===== src/rtl/system_widths_pkg.sv =====
// Shared widths for the memory request/response protocol.
// ADDR_W: byte address width; MEM_DATA_W: data byte width.
package system_widths_pkg;

    localparam int ADDR_W     = 16;
    localparam int MEM_DATA_W = 8;

endpackage


===== src/rtl/mem_lat_responder_lat_pipe.sv =====
// lat_pipe: DEPTH-stage valid+data shift register, async active-high clear.
// Ports: clk_i, clr_i, vld_i/dat_i (stage 0 input), vld_o/dat_o (last stage).
module lat_pipe #(
    parameter int DEPTH = 4,
    parameter int W     = 8
) (
    input  logic         clk_i,
    input  logic         clr_i,
    input  logic         vld_i,
    input  logic [W-1:0] dat_i,
    output logic         vld_o,
    output logic [W-1:0] dat_o
);

    logic [DEPTH-1:0] vld_q;
    logic [DEPTH-1:0] vld_d;
    logic [W-1:0]     dat_q [DEPTH];
    logic [W-1:0]     dat_d [DEPTH];

    always_comb begin
        vld_d[0] = vld_i;
        dat_d[0] = dat_i;
        for (int i = 1; i < DEPTH; i++) begin
            vld_d[i] = vld_q[i-1];
            dat_d[i] = dat_q[i-1];
        end
    end

    // Data only moves with a valid token, so the last stage holds
    // the most recent response data while idle.
    always_ff @(posedge clk_i or posedge clr_i) begin
        if (clr_i) begin
            vld_q <= '0;
            for (int i = 0; i < DEPTH; i++) begin
                dat_q[i] <= '0;
            end
        end else begin
            vld_q <= vld_d;
            for (int i = 0; i < DEPTH; i++) begin
                if (vld_d[i]) begin
                    dat_q[i] <= dat_d[i];
                end
            end
        end
    end

    assign vld_o = vld_q[DEPTH-1];
    assign dat_o = dat_q[DEPTH-1];

endmodule


===== src/rtl/mem_lat_responder.sv =====
// Fixed-latency in-order memory responder with in-flight throttling.
// Ports: clk, reset, mem_req_* (request), mem_resp_* (response), out_cnt_dbg.
module mem_lat_responder
    import system_widths_pkg::*;
#(
    parameter int MEM_BYTES = 256,
    parameter int RD_LAT    = 4,
    parameter int MAX_OUT   = 4,
    localparam int CW       = $clog2(MAX_OUT + 1),
    localparam int IW       = $clog2(MEM_BYTES)
) (
    input  logic                  clk,
    input  logic                  reset,
    input  logic                  mem_req_valid,
    output logic                  mem_req_ready,
    input  logic                  mem_req_we,
    input  logic [ADDR_W-1:0]     mem_req_addr,
    input  logic [MEM_DATA_W-1:0] mem_req_write,
    output logic                  mem_resp_valid,
    output logic [MEM_DATA_W-1:0] mem_resp_data,
    output logic [CW-1:0]         out_cnt_dbg
);

    logic [MEM_DATA_W-1:0] mem_q [MEM_BYTES];
    logic [CW-1:0]         cnt_q;
    logic [CW-1:0]         cnt_d;
    logic [IW-1:0]         idx;
    logic                  acc;
    logic [MEM_DATA_W-1:0] rsp_dat;
    logic                  unused_addr;

    assign idx         = mem_req_addr[IW-1:0];
    assign unused_addr = ^mem_req_addr[ADDR_W-1:IW];
    assign acc         = mem_req_valid && mem_req_ready;

    // Writes echo their data; reads sample the array before this edge's update.
    assign rsp_dat = mem_req_we ? mem_req_write : mem_q[idx];

    always_ff @(posedge clk or posedge reset) begin
        if (reset) begin
            for (int i = 0; i < MEM_BYTES; i++) begin
                mem_q[i] <= '0;
            end
        end else if (acc && mem_req_we) begin
            mem_q[idx] <= mem_req_write;
        end
    end

    lat_pipe #(
        .DEPTH (RD_LAT),
        .W     (MEM_DATA_W)
    ) u_pipe (
        .clk_i (clk),
        .clr_i (reset),
        .vld_i (acc),
        .dat_i (rsp_dat),
        .vld_o (mem_resp_valid),
        .dat_o (mem_resp_data)
    );

    always_comb begin
        cnt_d = cnt_q;
        if (acc && !mem_resp_valid) begin
            cnt_d = cnt_q + CW'(1);
        end else if (!acc && mem_resp_valid) begin
            cnt_d = cnt_q - CW'(1);
        end
    end

    always_ff @(posedge clk or posedge reset) begin
        if (reset) begin
            cnt_q <= '0;
        end else begin
            cnt_q <= cnt_d;
        end
    end

    // A response leaving this cycle frees a slot for a same-cycle accept.
    assign mem_req_ready = (cnt_q < CW'(MAX_OUT)) || mem_resp_valid;
    assign out_cnt_dbg   = cnt_q;

endmodule


===== config.mk =====
export PLATFORM = sky130hd
export DESIGN_NAME = mem_lat_responder
export DESIGN_NICKNAME = d
export VERILOG_FILES = /design/src/rtl/system_widths_pkg.sv /design/src/rtl/mem_lat_responder_lat_pipe.sv /design/src/rtl/mem_lat_responder.sv
export SDC_FILE = /design/constraint.sdc
export NUM_CORES = 2
export LEC_CHECK = 0
export CAP_MARGIN = 0
export CORE_ASPECT_RATIO = 2
export CORE_MARGIN = 3
export CORE_UTILIZATION = 60
export DETAILED_ROUTE_END_ITERATION = 12
export GPL_TIMING_DRIVEN = 0
export PLACE_DENSITY = 0.76
export REMOVE_ABC_BUFFERS = 1
export SLEW_MARGIN = 15
export SYNTH_ARGS = -nofsm -noshare
export SYNTH_HDL_FRONTEND = slang
export SYNTH_SLANG_ARGS = --single-unit

===== constraint.sdc =====
create_clock -name clk -period 108.8 [get_ports clk]
set_input_delay 27.2 -clock clk [delete_from_list [all_inputs] [get_ports clk]]
set_output_delay 27.2 -clock clk [all_outputs]
set_load 0.01 [all_outputs]

# Word level (Yosys, flattened, before mapping)
# Index checks and enable logic that the tools add are counted.
[totals]
register_bits = 2087
inputBits = 28
output_inout_bits = 13
elab_cells = 286
[classes]
n_addsub = 2
order_cmp = 3
n_mux = 9
n_bitwise = 1
n_reduce_logical = 9
[op_table]
columns = ["operator", "count"]
rows = [
  ["$bwmux W2048", 1],
  ["$bmux W8 S8", 1],
  ["$demux W8 S8", 1],
  ["$mux W8", 4],
  ["$ge A9 B9 Y1 const B", 1],
  ["$lt A9 B1 Y1 const B", 1],
  ["$not A8 Y9", 1],
  ["$mux W3", 2],
  ["$logic_and A1 B1 Y1", 5],
  ["$add A3 B1 Y3 const B", 1],
  ["$lt A3 B3 Y1 const B", 1],
  ["$sub A3 B1 Y3 const B", 1],
  ["$logic_not A1 Y1", 2],
  ["$reduce_bool A2 Y1", 1],
  ["$logic_or A1 B1 Y1", 1],
]

# Depth between registers and ports, before layout
[logic_depth]
depth_word = 7
mapped_depth = 13
ltp_nobuf = 9

# Hierarchy
# From an unflattened synthesis, not the netlist that was laid out.
[hier_totals]
hier_cells = 6132
hier_area_um2 = 95910.7
[by_module_without_submodules]
columns = ["mod", "n_inst", "cells_each", "area_each_um2"]
rows = [
  ["mem_lat_responder", 1, 6059, 94480.6],
  ["lat_pipe", 1, 73, 1430.1],
]

# Worst setup path before layout
# Ideal clock, no wire load.
[synth_path]
path_type = "input -> register"
start = "input port mem_req_addr[0]"
end = "register u_pipe.dat_q (netlist bit u_pipe.dat_d[18])"
arrival_time_ns = 29.246
slack_ns = 79.429
cell_stages = 8
path_cell_list = "buf_6 -> buf_6 -> buf_2 -> mux4_2 -> mux4_2 -> a211oi_1 -> o311a_1 -> o21ai_1"
[synth_between]
elab_chain_len = 5
[synth_rtl]
columns = ["element", "line_no", "source"]
rows = [
  ["start, declared", "mem_lat_responder.sv:17", "input logic [ADDR_W-1:0] mem_req_addr,"],
  ["$not A8 Y9 (not written as such)", "mem_lat_responder.sv:37", "assign rsp_dat = mem_req_we ? mem_req_write : mem_q[idx];"],
  ["$bmux W8 S8", "mem_lat_responder.sv:37", ""],
  ["$mux W8 (not written as such) (2 in a row)", "mem_lat_responder.sv:37", ""],
  ["$mux W8", "mem_lat_responder.sv:37", ""],
  ["end signal, assigned by index", "mem_lat_responder_lat_pipe.sv:41", "dat_q[i] <= dat_d[i];"],
  ["end, declared", "mem_lat_responder_lat_pipe.sv:17", "logic [W-1:0] dat_q [DEPTH];"],
]
# Every way passes these cells. The select of a mux whose other input is x is not followed.
# A chain may end at the register's enable or synchronous reset.

# Worst setup path after layout
[layout_path]
start = "input port mem_req_addr[6]"
end = "register mem_q[490] (netlist bit)"
[layout_between]
elab_chain_len = 6
elab_cells_between_ends = 7
classes_between = "order compare (2); mux (3); bitwise (1); reduce/logical (1)"
[layout_rtl]
columns = ["element", "line_no", "source"]
rows = [
  ["$not A8 Y9 (not written as such) (*)", "mem_lat_responder.sv:45", "mem_q[idx] <= mem_req_write;"],
  ["$ge A9 B9 Y1 (not written as such) or $lt A9 B1 Y1 (tied branches)", "mem_lat_responder.sv:45", ""],
  ["$logic_and A1 B1 Y1 (not written as such)", "mem_lat_responder.sv:45", ""],
  ["$mux W8 (not written as such)", "mem_lat_responder.sv:45", ""],
  ["$demux W8 S8 (*)", "mem_lat_responder.sv:45", ""],
  ["$bwmux W2048 (*)", "mem_lat_responder.sv:45", ""],
  ["end signal, assigned by index", "mem_lat_responder.sv:45", ""],
  ["end, declared", "mem_lat_responder.sv:24", "logic [MEM_DATA_W-1:0] mem_q [MEM_BYTES];"],
]
# Every way passes the cells marked *; elsewhere a longest branch is shown, timed or not.

==> results.py <==
metrics = {
    "grt": {
        "grt_pass1_vias": 58830,
        "global_route_wire_length_before_repair_mm": 389.2,
        "largest_net_degree_at_the_start_of_global_routing": 136,
        "grt_use_total_pct": 32.03,
        "grt_antenna_before_repair": 14,
        "grt_remaining_overflow": 0,
    },
    "layout": {
        "n_fill_cell": 10830,
        "layout.nets": 5951,
        "synthToLayoutAreaGrowth_pct": 9.362,
        "mostFrequentLayoutCells": "2112 x mux2_2, 2087 x dfrtp_1, 509 x mux4_2",
        "fin_area_um2": 104700,
        "final_layout_size_suffix_gt1_share_pct": 53.86,
        "final_common_cell": "mux2_2",
    },
    "clock_tree": {
        "cts_hold_buf": 0,
        "htree_levels": 4,
        "post_cts.resized_instances": 0,
        "clk_latency_ns": 0.83,
        "tritoncts_clock_tree": "yes",
        "cts.repair_timing.setup_buffer_count": 0,
        "clkSlewWorstSetupHoldPaths_ns": 0.07,
        "clock_tree.buffer_depth": 4,
        "cts.sink_count": 2087,
        "cts_inserted_buffers": 186,
        "root_buffer": "clkbuf_16",
    },
    "synthesis": {
        "yosysWarningCount": 0,
        "yosys.cell_types.count": 69,
        "synth.ff_latch_count": 2087,
        "synthDominantAreaCellType": "dfrtp_1",
        "syn-instance-count": 6074,
        "synth-main-ff-cell": "dfrtp_1",
        "netlist_area_um2": 95750,
        "synth-edff-count": 0,
        "post_synth_arst_share_pct": 100.0,
        "synth_top_area_share_pct": 54.54,
        "yosysSeqAreaShare_pct": 54.54,
        "syn_avg_cell_area_um2": 15.76,
        "synth_area_leaders": "dfrtp_1 55%, mux2_2 25%, mux4_2 12%",
    },
    "timing": {
        "rsz0062_at_grt": "false",
        "final_hold_viol_count": 0,
        "setup_total_negative_slack_ns": 0,
        "final_clock_period_utilization_by_the_worst_path_pct": 29.03,
        "final.setup_skew_ns": 0.03964,
        "fmaxAchievable_ghz": 0.03166,
        "worst_slew_pin_slew_ns": 1.390,
        "final.min_clock_period_ns": 31.58,
        "max-slew-margin-rel_pct": 7.323,
        "final.setup.worst_slack_ns": 77.22,
        "timing.final.setup_violations": 0,
        "timing.final.max_slew_violations": 0,
    },
    "pwr": {
        "power.net_switching_w": 0.0003487,
        "power.sequential.fraction_pct": 51.2,
        "p_comb_share_pct": 5.0,
        "internal_power_w": 0.001166,
        "clock_power_share_pct": 43.8,
        "switching_share_pct": 23.02,
        "leakage_power_nw": 49.46,
        "max-vdd-ir-drop_v": 0.00001310,
        "power_per_cell_area_nw_per_um2": 14.47,
    },
    "floorplan": {
        "design.core.area_um2": 158000,
        "initial_core_util_pct": 60.60,
        "floorplan.io_pins": 41,
        "die-area_um2": 164700,
        "die_wd_um": 288.5,
        "rows": 206,
        "floorplan.die.height_um": 570.9,
    },
    "critical_path": {
        "rrSetupSlack_ns": 104.49,
        "critPathKind": "in2reg",
        "critPathMostFrequentCell": "nand2_1",
        "cp_data_arrival_time_ns": 32.28,
        "ff2ff_path_depth": 7,
        "worst_setup_path_start_kind": "primary input",
        "reg2reg_from": "out_cnt_dbg[2]",
        "worstReg2RegEnd": "mem_q[171]",
        "worst-path-max-fanout": 21,
        "crit_path_top_delay_cell": "clkdlybuf4s50_1",
        "timing.critical_path.slowest_cell_delay_ns": 1.32,
        "setup.worst_path.end_class": "register",
        "path_cells": "clkdlybuf4s50_1 > nand2_1 > nor3_1 > nand2_1 > nor2_1 > mux2_2",
        "data_required_time_of_the_worst_path_ns": 109.49,
    },
    "detailed_routing": {
        "first_pass_iters": 5,
        "detail_route.wl_per_cell_um": 31.54,
        "route.detailed.vias_per_inst": 6.661,
        "drt-initial-drc-count": 4363,
        "drcViolationCount": 0,
        "antenna_violating_nets_post_route": 0,
        "wirelength_mm": 256.8,
        "routed-via-count": 54230,
    },
    "status": {
        "run_status": "finished clean",
    },
    "place": {
        "preCtsSetupSlack_ns": 76.74,
        "placement.cell_area_um2": 98690,
        "place.detailed.hpwl_mm": 166.1,
        "place_congestion": 0.8783,
        "placement.io_buffers": 32,
    },
    "worst_hold_path": {
        "timing.hold.worst_path_depth": 1,
        "hold_end": "out_cnt_dbg[2]",
        "worst_hold_startpoint": "out_cnt_dbg[2]",
        "hold_path.class": "reg2reg",
    },
    "flow_run": {
        "maxCapViolations": 0,
    },
}
==> flip-flops by register name, indices dropped and copies added, names as in the netlist <==
register,flops
mem_q,2048
u_pipe.dat_d,24
u_pipe.dat_o,8
u_pipe.vld_q,4
out_cnt_dbg,3
==> stage by stage <==
step                total power [W]  cells  hold slack [ns]  utilization (%)
global route               0.001559   8134           0.5081            66.26
finish                     0.001515   8141           0.5009            66.27
global placement          0.0008860   7734           0.4830            61.07
floorplan                 0.0008204   5622           0.4750                -
CTS                        0.001524   8131           0.5002            66.26
detailed placement        0.0008664   7813           0.4838            62.46
==> critical path: cells and delay by family <==
| kind | cells | cell delay (ns) |
|---|---|---|
| simple gates | 4 | 3.28 |
| buf+inv | 1 | 1.32 |
| mux | 1 | 0.43 |
==> metal layers <==
metal	wire [µm]	track usage (%)	up-vias	part of all wire [%]
met5	35	0	-	0.014
met4	22250	22.59	6	8.7
met3	13150	5.046	770	5.1
met2	127700	52.55	1675	50
met1	93660	38.81	29510	36
li1	-	-	22270	-
==> cells by family after synthesis <==
logic type	synth area share [%]
AO/OA/AOI/OAI	1.934
buffers and inverters	2.325
adder cells (fa/ha/maj)	0.03397
XOR/XNOR	0.02745
flip-flops	54.54
multiplexers	38.16
AND/OR/NAND/NOR	2.977
==> final cells by class <==
type | instances | area (µm²) | area share (%)
sequential | 2087 | 52230 | 49.87
tap | 2080 | 2603 | 2.485
clock inverter | 52 | 569.3 | 0.5437
clock buffer | 266 | 5426 | 5.182
antenna | 10 | 25.02 | 0.02390
timing repair buffer | 111 | 2325 | 2.220
multi-input combinational | 3525 | 41480 | 39.62
inverter | 10 | 57.56 | 0.05496
==> power by group through the flow <==
stage               Combinational, W  Clock (W)  Sequential (W)
detailed placement         0.0000760          0        0.000790
global placement           0.0000914          0        0.000795
global route               0.0000804   0.000703        0.000775
CTS                        0.0000762   0.000673        0.000776
finish                     0.0000760   0.000663        0.000776
floorplan                  0.0000270          0        0.000793
==> how the worst max path moves through the flow <==
stage | slack (ns) | cells past startpoint | endpoint | from
finish | 77.22 | 6 | mem_q[490] | mem_req_addr[6]
global route | 77.20 | 6 | mem_q[490] | mem_req_addr[6]
floorplan | 22.64 | 1 | mem_q[0] | reset
global placement | 4.64 | 2 | mem_q[2024] | reset
CTS | 77.57 | 6 | mem_q[490] | mem_req_addr[6]
detailed placement | 76.74 | 8 | mem_q[169] | mem_req_addr[1]
==> cells in the mapped netlist, types with 5 or more instances <==
cell type,instances
nand3_1,40
o21ai_0,28
a221oi_1,12
buf_4,52
and3_1,5
nor2_2,195
o211ai_1,8
inv_1,8
nor2b_1,17
nor2_1,77
o21a_1,10
nor4_1,9
a22oi_1,67
a31oi_1,5
a32oi_1,12
o221ai_1,6
a21oi_1,40
and2_1,5
clkbuf_1,278
buf_6,25
a211oi_1,14
nand2_1,88
dfrtp_1,2087
nand2_2,5
nand2b_1,9
buf_1,19
buf_2,77
nor2_4,21
o22ai_1,24
mux2_2,2112
mux2i_1,129
mux4_2,509
nor3_1,12
(Power assumes the default switching activity.)
